## src/rtl/mem_arb_pkg.sv

```systemverilog
// Shared types and constants for the fetch/data memory arbiter.
// Holds the FSM state encoding, the requester-id type and the word geometry.
package mem_arb_pkg;

  localparam int BYTES_PER_WORD = 4;

  typedef enum logic [1:0] {
    ST_IDLE,
    ST_XFER,
    ST_DRAIN,
    ST_RESP
  } arb_state_e;

  typedef enum logic {
    REQ_FETCH = 1'b0,
    REQ_DATA  = 1'b1
  } req_id_e;

  // A beat touches memory for every load/fetch byte, but only for enabled store bytes.
  function automatic logic beat_enabled(input logic we,
                                        input logic [BYTES_PER_WORD-1:0] be,
                                        input logic [1:0] k);
    return !we || be[k];
  endfunction

endpackage

```

## src/rtl/mem_arb_rr.sv

```systemverilog
// Two-way round-robin picker between fetch and data requesters.
// The last-grant register starts at fetch so data wins the first tie after reset.
module mem_arb_rr
  import mem_arb_pkg::*;
(
  input  logic clk,
  input  logic rst_n,
  input  logic req_fetch,
  input  logic req_data,
  input  logic take,
  output logic gnt_valid,
  output logic gnt_data
);

  req_id_e last_q, last_d;
  req_id_e pick;

  // Choose the requester; on a tie prefer whoever was not granted last.
  always_comb begin
    pick = REQ_FETCH;
    if (req_fetch && req_data) begin
      pick = (last_q == REQ_FETCH) ? REQ_DATA : REQ_FETCH;
    end else if (req_data) begin
      pick = REQ_DATA;
    end
    last_d = last_q;
    if (take && (req_fetch || req_data)) begin
      last_d = pick;
    end
  end

  assign gnt_valid = req_fetch || req_data;
  assign gnt_data  = (pick == REQ_DATA);

  // Remember the most recent grant only when the arbiter actually takes it.
  always_ff @(posedge clk or negedge rst_n) begin
    if (!rst_n) begin
      last_q <= REQ_FETCH;
    end else begin
      last_q <= last_d;
    end
  end

endmodule

```

## src/rtl/mem_arbiter.sv

```systemverilog
// Shares one single-port byte-wide memory between an instruction-fetch port
// and a load/store port, one 32-bit word (four byte beats) at a time.
// Optional feature: define MEM_ARB_MISALIGN_CHK_EN to reject accesses whose
// address is not word aligned with an error response and no memory traffic.
module mem_arbiter
  import mem_arb_pkg::*;
#(
  parameter int ADDR_WIDTH    = 32,
  parameter int DATA_WIDTH    = 32,
  parameter int MEM_ADDR_BITS = 12
) (
  input  logic                     clk,
  input  logic                     rst_n,
  input  logic                     if_req,
  input  logic [ADDR_WIDTH-1:0]    if_addr,
  output logic                     if_valid,
  output logic [DATA_WIDTH-1:0]    if_rdata,
  output logic                     if_err,
  input  logic                     d_req,
  input  logic                     d_we,
  input  logic [ADDR_WIDTH-1:0]    d_addr,
  input  logic [DATA_WIDTH-1:0]    d_wdata,
  input  logic [3:0]               d_be,
  output logic                     d_valid,
  output logic [DATA_WIDTH-1:0]    d_rdata,
  output logic                     d_err,
  output logic                     mem_en,
  output logic                     mem_we,
  output logic [MEM_ADDR_BITS-1:0] mem_addr,
  output logic [7:0]               mem_wdata,
  input  logic [7:0]               mem_rdata
);

  localparam logic [1:0] LAST_BEAT = 2'(BYTES_PER_WORD - 1);

  arb_state_e               state_q, state_d;
  logic [1:0]               beat_q, beat_d;
  req_id_e                  owner_q, owner_d;
  logic                     we_q, we_d;
  logic [3:0]               be_q, be_d;
  logic [DATA_WIDTH-1:0]    wdata_q, wdata_d;
  logic [MEM_ADDR_BITS-1:0] base_q, base_d;
  logic [23:0]              rbuf_q, rbuf_d;
  logic                     mem_en_q, mem_en_d;
  logic                     mem_we_q, mem_we_d;
  logic [MEM_ADDR_BITS-1:0] mem_addr_q, mem_addr_d;
  logic [7:0]               mem_wdata_q, mem_wdata_d;
  logic                     if_valid_q, if_valid_d;
  logic                     d_valid_q, d_valid_d;
  logic [DATA_WIDTH-1:0]    if_rdata_q, if_rdata_d;
  logic [DATA_WIDTH-1:0]    d_rdata_q, d_rdata_d;

  logic                     gnt_valid;
  logic                     gnt_data;
  logic [MEM_ADDR_BITS-1:0] sel_addr;
  logic                     sel_we;
  logic [3:0]               sel_be;
  logic [DATA_WIDTH-1:0]    sel_wdata;
  logic [1:0]               next_beat;
  logic                     unused_addr_bits;

  // Only the low address bits reach the byte memory; upper bits are ignored.
  assign unused_addr_bits = ^{if_addr[ADDR_WIDTH-1:MEM_ADDR_BITS],
                              d_addr[ADDR_WIDTH-1:MEM_ADDR_BITS]};

`ifdef MEM_ARB_MISALIGN_CHK_EN
  logic if_err_q, if_err_d;
  logic d_err_q, d_err_d;
`endif

  mem_arb_rr u_rr (
    .clk       (clk),
    .rst_n     (rst_n),
    .req_fetch (if_req),
    .req_data  (d_req),
    .take      (state_q == ST_IDLE),
    .gnt_valid (gnt_valid),
    .gnt_data  (gnt_data)
  );

  // Mux the granted requester's transaction attributes for latching in IDLE.
  always_comb begin
    sel_addr  = gnt_data ? d_addr[MEM_ADDR_BITS-1:0] : if_addr[MEM_ADDR_BITS-1:0];
    sel_we    = gnt_data && d_we;
    sel_be    = gnt_data ? d_be : 4'hF;
    sel_wdata = gnt_data ? d_wdata : '0;
  end

  // Next-state and registered-output logic for the IDLE/XFER/DRAIN/RESP sequence.
  always_comb begin
    state_d     = state_q;
    beat_d      = beat_q;
    owner_d     = owner_q;
    we_d        = we_q;
    be_d        = be_q;
    wdata_d     = wdata_q;
    base_d      = base_q;
    rbuf_d      = rbuf_q;
    mem_en_d    = 1'b0;
    mem_we_d    = 1'b0;
    mem_addr_d  = mem_addr_q;
    mem_wdata_d = mem_wdata_q;
    if_valid_d  = 1'b0;
    d_valid_d   = 1'b0;
    if_rdata_d  = if_rdata_q;
    d_rdata_d   = d_rdata_q;
    next_beat   = beat_q + 2'd1;
`ifdef MEM_ARB_MISALIGN_CHK_EN
    if_err_d    = 1'b0;
    d_err_d     = 1'b0;
`endif

    unique case (state_q)
      ST_IDLE: begin
        if (gnt_valid) begin
          owner_d = gnt_data ? REQ_DATA : REQ_FETCH;
          we_d    = sel_we;
          be_d    = sel_be;
          wdata_d = sel_wdata;
          base_d  = sel_addr;
`ifdef MEM_ARB_MISALIGN_CHK_EN
          if (sel_addr[1:0] != 2'b00) begin
            state_d = ST_RESP;
            if (gnt_data) begin
              d_valid_d = 1'b1;
              d_err_d   = 1'b1;
              d_rdata_d = '0;
            end else begin
              if_valid_d = 1'b1;
              if_err_d   = 1'b1;
              if_rdata_d = '0;
            end
          end else
`endif
          begin
            state_d     = ST_XFER;
            beat_d      = 2'd0;
            mem_en_d    = beat_enabled(sel_we, sel_be, 2'd0);
            mem_we_d    = sel_we && sel_be[0];
            mem_addr_d  = sel_addr;
            mem_wdata_d = sel_wdata[7:0];
          end
        end
      end

      ST_XFER: begin
        if (beat_q != 2'd0) begin
          rbuf_d[{beat_q - 2'd1, 3'b000} +: 8] = mem_rdata;
        end
        if (beat_q == LAST_BEAT) begin
          state_d = ST_DRAIN;
        end else begin
          beat_d      = next_beat;
          mem_en_d    = beat_enabled(we_q, be_q, next_beat);
          mem_we_d    = we_q && be_q[next_beat];
          mem_addr_d  = base_q + MEM_ADDR_BITS'(next_beat);
          mem_wdata_d = wdata_q[{next_beat, 3'b000} +: 8];
        end
      end

      ST_DRAIN: begin
        state_d = ST_RESP;
        if (owner_q == REQ_DATA) begin
          d_valid_d = 1'b1;
          if (!we_q) begin
            d_rdata_d = DATA_WIDTH'({mem_rdata, rbuf_q});
          end
        end else begin
          if_valid_d = 1'b1;
          if_rdata_d = DATA_WIDTH'({mem_rdata, rbuf_q});
        end
      end

      ST_RESP: begin
        state_d = ST_IDLE;
      end

      default: begin
        state_d = ST_IDLE;
      end
    endcase
  end

  // State and output registers; reset aborts any transaction in flight.
  always_ff @(posedge clk or negedge rst_n) begin
    if (!rst_n) begin
      state_q     <= ST_IDLE;
      beat_q      <= 2'd0;
      owner_q     <= REQ_FETCH;
      we_q        <= 1'b0;
      be_q        <= 4'h0;
      wdata_q     <= '0;
      base_q      <= '0;
      rbuf_q      <= '0;
      mem_en_q    <= 1'b0;
      mem_we_q    <= 1'b0;
      mem_addr_q  <= '0;
      mem_wdata_q <= '0;
      if_valid_q  <= 1'b0;
      d_valid_q   <= 1'b0;
      if_rdata_q  <= '0;
      d_rdata_q   <= '0;
    end else begin
      state_q     <= state_d;
      beat_q      <= beat_d;
      owner_q     <= owner_d;
      we_q        <= we_d;
      be_q        <= be_d;
      wdata_q     <= wdata_d;
      base_q      <= base_d;
      rbuf_q      <= rbuf_d;
      mem_en_q    <= mem_en_d;
      mem_we_q    <= mem_we_d;
      mem_addr_q  <= mem_addr_d;
      mem_wdata_q <= mem_wdata_d;
      if_valid_q  <= if_valid_d;
      d_valid_q   <= d_valid_d;
      if_rdata_q  <= if_rdata_d;
      d_rdata_q   <= d_rdata_d;
    end
  end

`ifdef MEM_ARB_MISALIGN_CHK_EN
  // Error flags accompany the valid pulse of a rejected misaligned access.
  always_ff @(posedge clk or negedge rst_n) begin
    if (!rst_n) begin
      if_err_q <= 1'b0;
      d_err_q  <= 1'b0;
    end else begin
      if_err_q <= if_err_d;
      d_err_q  <= d_err_d;
    end
  end

  assign if_err = if_err_q;
  assign d_err  = d_err_q;
`else
  assign if_err = 1'b0;
  assign d_err  = 1'b0;
`endif

  assign if_valid  = if_valid_q;
  assign if_rdata  = if_rdata_q;
  assign d_valid   = d_valid_q;
  assign d_rdata   = d_rdata_q;
  assign mem_en    = mem_en_q;
  assign mem_we    = mem_we_q;
  assign mem_addr  = mem_addr_q;
  assign mem_wdata = mem_wdata_q;

endmodule

```

## config.mk

```make
export PLATFORM = sky130hd
export DESIGN_NAME = mem_arbiter
export DESIGN_NICKNAME = d
export VERILOG_FILES = /design/src/rtl/mem_arb_pkg.sv /design/src/rtl/mem_arb_rr.sv /design/src/rtl/mem_arbiter.sv
export SDC_FILE = /design/constraint.sdc
export NUM_CORES = 1
export LEC_CHECK = 0
export ABC_AREA = 1
export BUFFER_PORTS_ARGS = -buffer_cell sky130_fd_sc_hd__buf_2
export CAP_MARGIN = 5
export CORE_AREA = 2 2 124 126
export CTS_BUF_LIST = sky130_fd_sc_hd__clkbuf_4
export DETAILED_ROUTE_END_ITERATION = 10
export DIE_AREA = 0 0 126 128
export GPL_TIMING_DRIVEN = 0
export PLACE_DENSITY_LB_ADDON = 0.25
export SYNTH_ARGS = -nofsm -noshare
export SYNTH_HDL_FRONTEND = slang
export SYNTH_SLANG_ARGS = --single-unit
```

## constraint.sdc

```tcl
create_clock -name clk -period 4.7 [get_ports clk]
set_input_delay 0.235 -clock clk [delete_from_list [all_inputs] [get_ports clk]]
set_output_delay 0.235 -clock clk [all_outputs]
set_load 0.005 [all_outputs]
```

**Yosys cells after proc, flatten, opt, wreduce, memory -nomap -nowiden**

Index checks and enable logic that the tools add are counted.

- Add/sub/neg operators: 4
- Magnitude comparators: 1
- Equality and inequality tests: 7
- Shift-type cells: 3
- Muxes and demuxes: 32
- Bitwise gates (word level): 2
- Reduce and logical (&&, ||, !) cells: 19

Operator list:

| cell | count |
|---|---|
| $mux 12 | 3 |
| $mux 32 | 1 |
| $shiftx 32x6->8 | 1 |
| $bwmux 24 | 1 |
| $pmux 12 s2 | 1 |
| $shift 8x7->24 const A | 1 |
| $shiftx 8x7->24 | 1 |
| $mux 8 | 2 |
| $pmux 8 s2 | 1 |
| $mux 1 | 13 |
| $add 12x2->12 | 1 |
| $mux 2 | 4 |
| $pmux 2 s4 | 1 |
| $reduce_and 2->1 | 4 |
| $neg 5->7 | 1 |
| $eq 2x2->1 const B | 3 |
| $ne 2x2->1 const B | 3 |
| $reduce_and 3->1 | 2 |
| $logic_and 1x1->1 | 5 |
| $mux 4 | 1 |
| $pmux 1 s2 | 2 |
| $pmux 2 s2 | 1 |
| $reduce_bool 2->1 | 2 |
| $logic_or 1x1->1 | 3 |
| other kinds (8) | 10 |

- Register bits: 167
- Bits of input ports: 113

**Longest topological paths before layout**

- Word-level depth: 7
- Depth in mapped cells: 11
- Mapped depth without buffers: 10

**Modules after synthesis**

A second synthesis with hierarchy kept.

- Cells, all modules: 804
- Area total of the unflattened synthesis: 7280.7 um^2

By module, submodules not included:

| module | instances | cells each | area each (um^2) |
|---|---|---|---|
| mem_arbiter | 1 | 796 | 7221.9 |
| mem_arb_rr | 1 | 8 | 58.8 |

**Least setup slack after synthesis**

Ideal clock, no wire load.

- Path type: register -> register
- Start: register beat_q[0]
- End: register mem_addr_q[6], in the netlist mem_addr[6]
- Setup time: 0.117 ns
- Arrival: 2.174 ns
- Data required time: 4.583 ns
- Path slack: 2.408 ns
- Cell stages (with the launch flop): 11
- Clock period less this slack: 2.292 ns
- Cells stage by stage: dfrtp_1 -> inv_2 -> clkbuf_1 -> ha_1 -> fa_1 -> nand2_1 -> nor2_1 -> nand3b_1 -> nand3_1 -> nand3_1 -> nand2_1

- Cells in the longest elaborated chain, start to end: 4
- Elaborated cells on any way between the ends: 7
- Classes of those cells: 2 x add/sub; 2 x eq/ne; 2 x mux; 1 x reduce/logical

RTL lines:

| element | line | source |
|---|---|---|
| from (decl) | mem_arbiter.sv:37 | `logic [1:0] beat_q, beat_d;` |
| from (signal assigned) | mem_arbiter.sv:205 | `beat_q <= beat_d;` |
| $add 2x1->2 | mem_arbiter.sv:107 | `next_beat = beat_q + 2'd1;` |
| $add 12x2->12 | mem_arbiter.sv:156 | `mem_addr_d = base_q + MEM_ADDR_BITS'(next_beat);` |
| $mux 12 | mem_arbiter.sv:150 | `if (beat_q == LAST_BEAT) begin` |
| $pmux 12 s2 | mem_arbiter.sv:113 | `unique case (state_q)` |
| to (signal assigned) | mem_arbiter.sv:214 | `mem_addr_q <= mem_addr_d;` |
| to (decl) | mem_arbiter.sv:46 | `logic [MEM_ADDR_BITS-1:0] mem_addr_q, mem_addr_d;` |

Parallel ways exist; a longest one is shown, timed or not. The select of a mux whose other input is x is not followed.
A chain may end at the register's enable or synchronous reset.

**Worst setup path after layout**

- Start: register beat_q[0]
- End: register mem_addr_q[8], in the netlist mem_addr[8]

Same word-level chain as after synthesis.

==> metrics.csv <==
metric,value,unit
die area,0.0161,sq mm
"EDFF count, synth",0,
final core utilization,62.3,%
cts bufs inserted,17,
hold path startpoint,if_addr[7],
"Arr. time, crit path",3360,ps
CP endpoint kind,register,
most common cell in the netlist,nand2_1,
register area share after synthesis,57.2,%
Clk pwr share,12.9,%
grt total ovfl,0,
most frequent cells after synthesis,"nand2_1 (229), dfrtp_1 (166), o21ai_1 (109)",
clock sink total,166,
fin. max-slew vios,0,
Routed WL,19500,um
Post-Syn Area,0.00727,sq mm
Fmax achieved,348,MHz
critical path launch point type,register,
Synth cell types,35,
"Slowest-stage cell, CP",dfrtp_1,
initial core utilization,48.9,%
asr flop ratio synth,100,%
crit path from,beat_q[0]$_DFFE_PN0P_,
Root Driver,clkbuf_4,
max-cap violations,0,
CP bufs+invs,2,
PnR worst setup slack,1830,ps
RSZ-0062 raised after global routing,no,
vias per cell,5.16,
Fill cells,1286,
Crit path max-delay family,simple AND/OR/NAND/NOR gates,
CP Class,reg -> reg,
height of the die,128,um
H-tree levels,4,
First-pass DRT Iterations,4,
Synth top area share,57.2,%
r2r endpoint,mem_addr[8]$_DFFE_PN0P_,
r2r setup slk,1830,ps
HP Class,in -> reg,
max_slew headroom,55.7,%
routability cong.,0.844,
pin count of the biggest net entering global routing,92,
Routed Antenna Nets,0,
Syn Area/Cell,8.97,sq um
clock tree buffer depth,2,
CTS tree,built,
post-CTS sizing,0,
vias in the first global route,6242,
clock slew at reported path FFs,120,ps
max incr delay on CP,540,ps
area grow syn2layout,27.4,%
first-pass GRT wire length,31900,um
antenna violations before repair,1,
Sw Ratio,41.1,%
fraction of layout cells with a size suffix above 1,20.9,%
IO Count,203,
CP required,5190,ps
postcts setup bufs,0,
combinational power share,44.9,%
CTS hold repair buffers,68,
Max VDD drop,0.308,mV
largest area contributor in the netlist,dfrtp_1,
Die X,126,um
Setup TNS,0,ps
critical-path cell list,inv_2 -> clkbuf_1 -> ha_1 -> fa_1 -> nand2_1 -> nor2_1 -> nand3_1 -> nand2_1 -> nand3_1 -> nand2_1 -> nand2_1,
yosys warns,0,
fin crit period,2870,ps
"Clk Latency, worst-skew pair",580,ps
most frequent CP cell,nand2_1,
worst-path maximum fanout,12,
number of DRC markers in iteration 0,420,
DP Area,0.00834,sq mm
FF-to-FF path depth,11,
most used flip-flop cell after synthesis,dfrtp_1,
post-route cell area,0.00925,sq mm
Fin Clk Skew,18.0,ps
Pleak,4.77,nW
buffers added on ports,160,
DP Worst Slack,1820,ps
final hold viol count,0,
DRC,0,
Placeable Area,0.0149,sq mm
Seq pwr share,42.3,%
WHS,29.9,ps
Layout Nets,1184,
final worst-path cycle share,61.1,%
row cnt,45,
Tot GR Track Use,25.2,%
r2r startpoint,beat_q[0]$_DFFE_PN0P_,
crit path capture,mem_addr[8]$_DFFE_PN0P_,
Worst Tran Pin Value,665,ps
Power Dens Cells,641,mW/mm^2
mean routed wirelength per cell,15.5,um
Seq cells post-synth,166,
P_int,3.49,mW
Finish-stage setup viols,0,
post-DP HPWL,13600,um
via count,6484,
status,finished clean,
Mapped Cells,810,
sw power,2.44,mW
main area contributors after synthesis,"dfrtp_1 (57%), nand2_1 (12%), o21ai_1 (7.5%)",
critical path depth,11,
==> cells by family (layout without fill, tap and decap cells) <==
family	Yosys count	after routing	synth area share, %
buffers and inverters	125	381	7.27
other	1	4	0.0516
flip-flops	166	166	57.2
AND/OR/NAND/NOR	310	310	18.4
adder cells (fa/ha/maj)	12	12	2.17
AO/OA/AOI/OAI	196	196	15.0
==> power groups by stage <==
stage,logic [mW],registers (mW),clock network (mW)
after floorplan,1.63,2.50,0
after global placement,2.52,2.51,0
after detailed placement,2.59,2.53,0
after CTS,2.68,2.50,0.766
after global routing,3.03,2.59,0.834
final,2.66,2.51,0.762
==> registers in the layout, summed over array words and instances (netlist names) <==
signal	count
rbuf_q	24
be_q	4
d_valid	1
beat_q	2
wdata_q	32
mem_addr	12
state_q	2
base_q	12
mem_en	1
if_valid	1
mem_wdata	8
if_rdata	32
mem_we	1
owner_q	1
we_q	1
d_rdata	32
==> placed cells by master, fill, tap and decap left out, drive strengths merged <==
cell type / Yosys / layout
nand3b: 2 / 2
bufinv: 0 / 2
o211ai: 7 / 7
o22a: 3 / 3
o21bai: 1 / 1
nand3: 25 / 25
a21oi: 21 / 21
o22ai: 9 / 9
a22o: 15 / 15
nand4: 17 / 17
o21ai: 136 / 136
ha: 11 / 11
dfrtp: 166 / 166
fa: 1 / 1
conb: 1 / 2
clkinv: 0 / 7
nor3: 9 / 9
a31oi: 4 / 4
dlygate4sd3: 0 / 68
buf: 25 / 186
inv: 83 / 83
clkbuf: 17 / 35
or2: 3 / 3
nor2: 24 / 24
diode: 0 / 2
nand2: 230 / 230
==> final cells by class <==
cell class / count / area, sq um / area share [%]
sequential: 166 / 4150 / 44.9
multi-input combinational: 520 / 2590 / 28.0
tap: 188 / 235 / 2.54
inverter: 83 / 314 / 3.39
clock inverter: 9 / 90.1 / 0.973
antenna: 2 / 5.00 / 0.0541
timing repair buffer: 229 / 1520 / 16.4
clock buffer: 18 / 135 / 1.46
buffer: 42 / 214 / 2.31
==> worst register-to-register path, delay by kind of cell (launching register included) <==
kind          cells  cell delay (ps)
fa+ha+maj         2              790
buf+inv           2              620
simple gates      7              840
flops             1              540
==> stage by stage <==
stage / instances / power [mW]
2_1_floorplan: 811 / 4.13
3_3_place_gp: 1159 / 5.03
3_5_place_dp: 1160 / 5.12
4_1_cts: 1255 / 5.94
5_1_grt: 1257 / 6.45
6_report: 1257 / 5.93
==> worst min-delay path by stage <==
stage                              endpoint  depth (start not counted)  slack, ps
floorplan             base_q[0]$_DFFE_PN0P_                          0        -60
global route        mem_addr[0]$_DFFE_PN0P_                          5         20
detailed placement  d_rdata[16]$_DFFE_PN0P_                          1        280
global placement    wdata_q[19]$_DFFE_PN0P_                          2        450
CTS                 mem_addr[0]$_DFFE_PN0P_                          5          3
finish                base_q[7]$_DFFE_PN0P_                          5         30
==> metal layers <==
metal / part of all wire [%] / global-route usage [%] / wire length, um / vias to the layer above
li1: - / - / - / 3168
met1: 45 / 33.9 / 8780 / 3093
met5: 0 / 0 / 0 / -
met2: 48 / 41.1 / 9370 / 190
met4: 2.2 / 9.50 / 425 / 0
met3: 4.7 / 4.51 / 923 / 33
(Power assumes the default switching activity.)
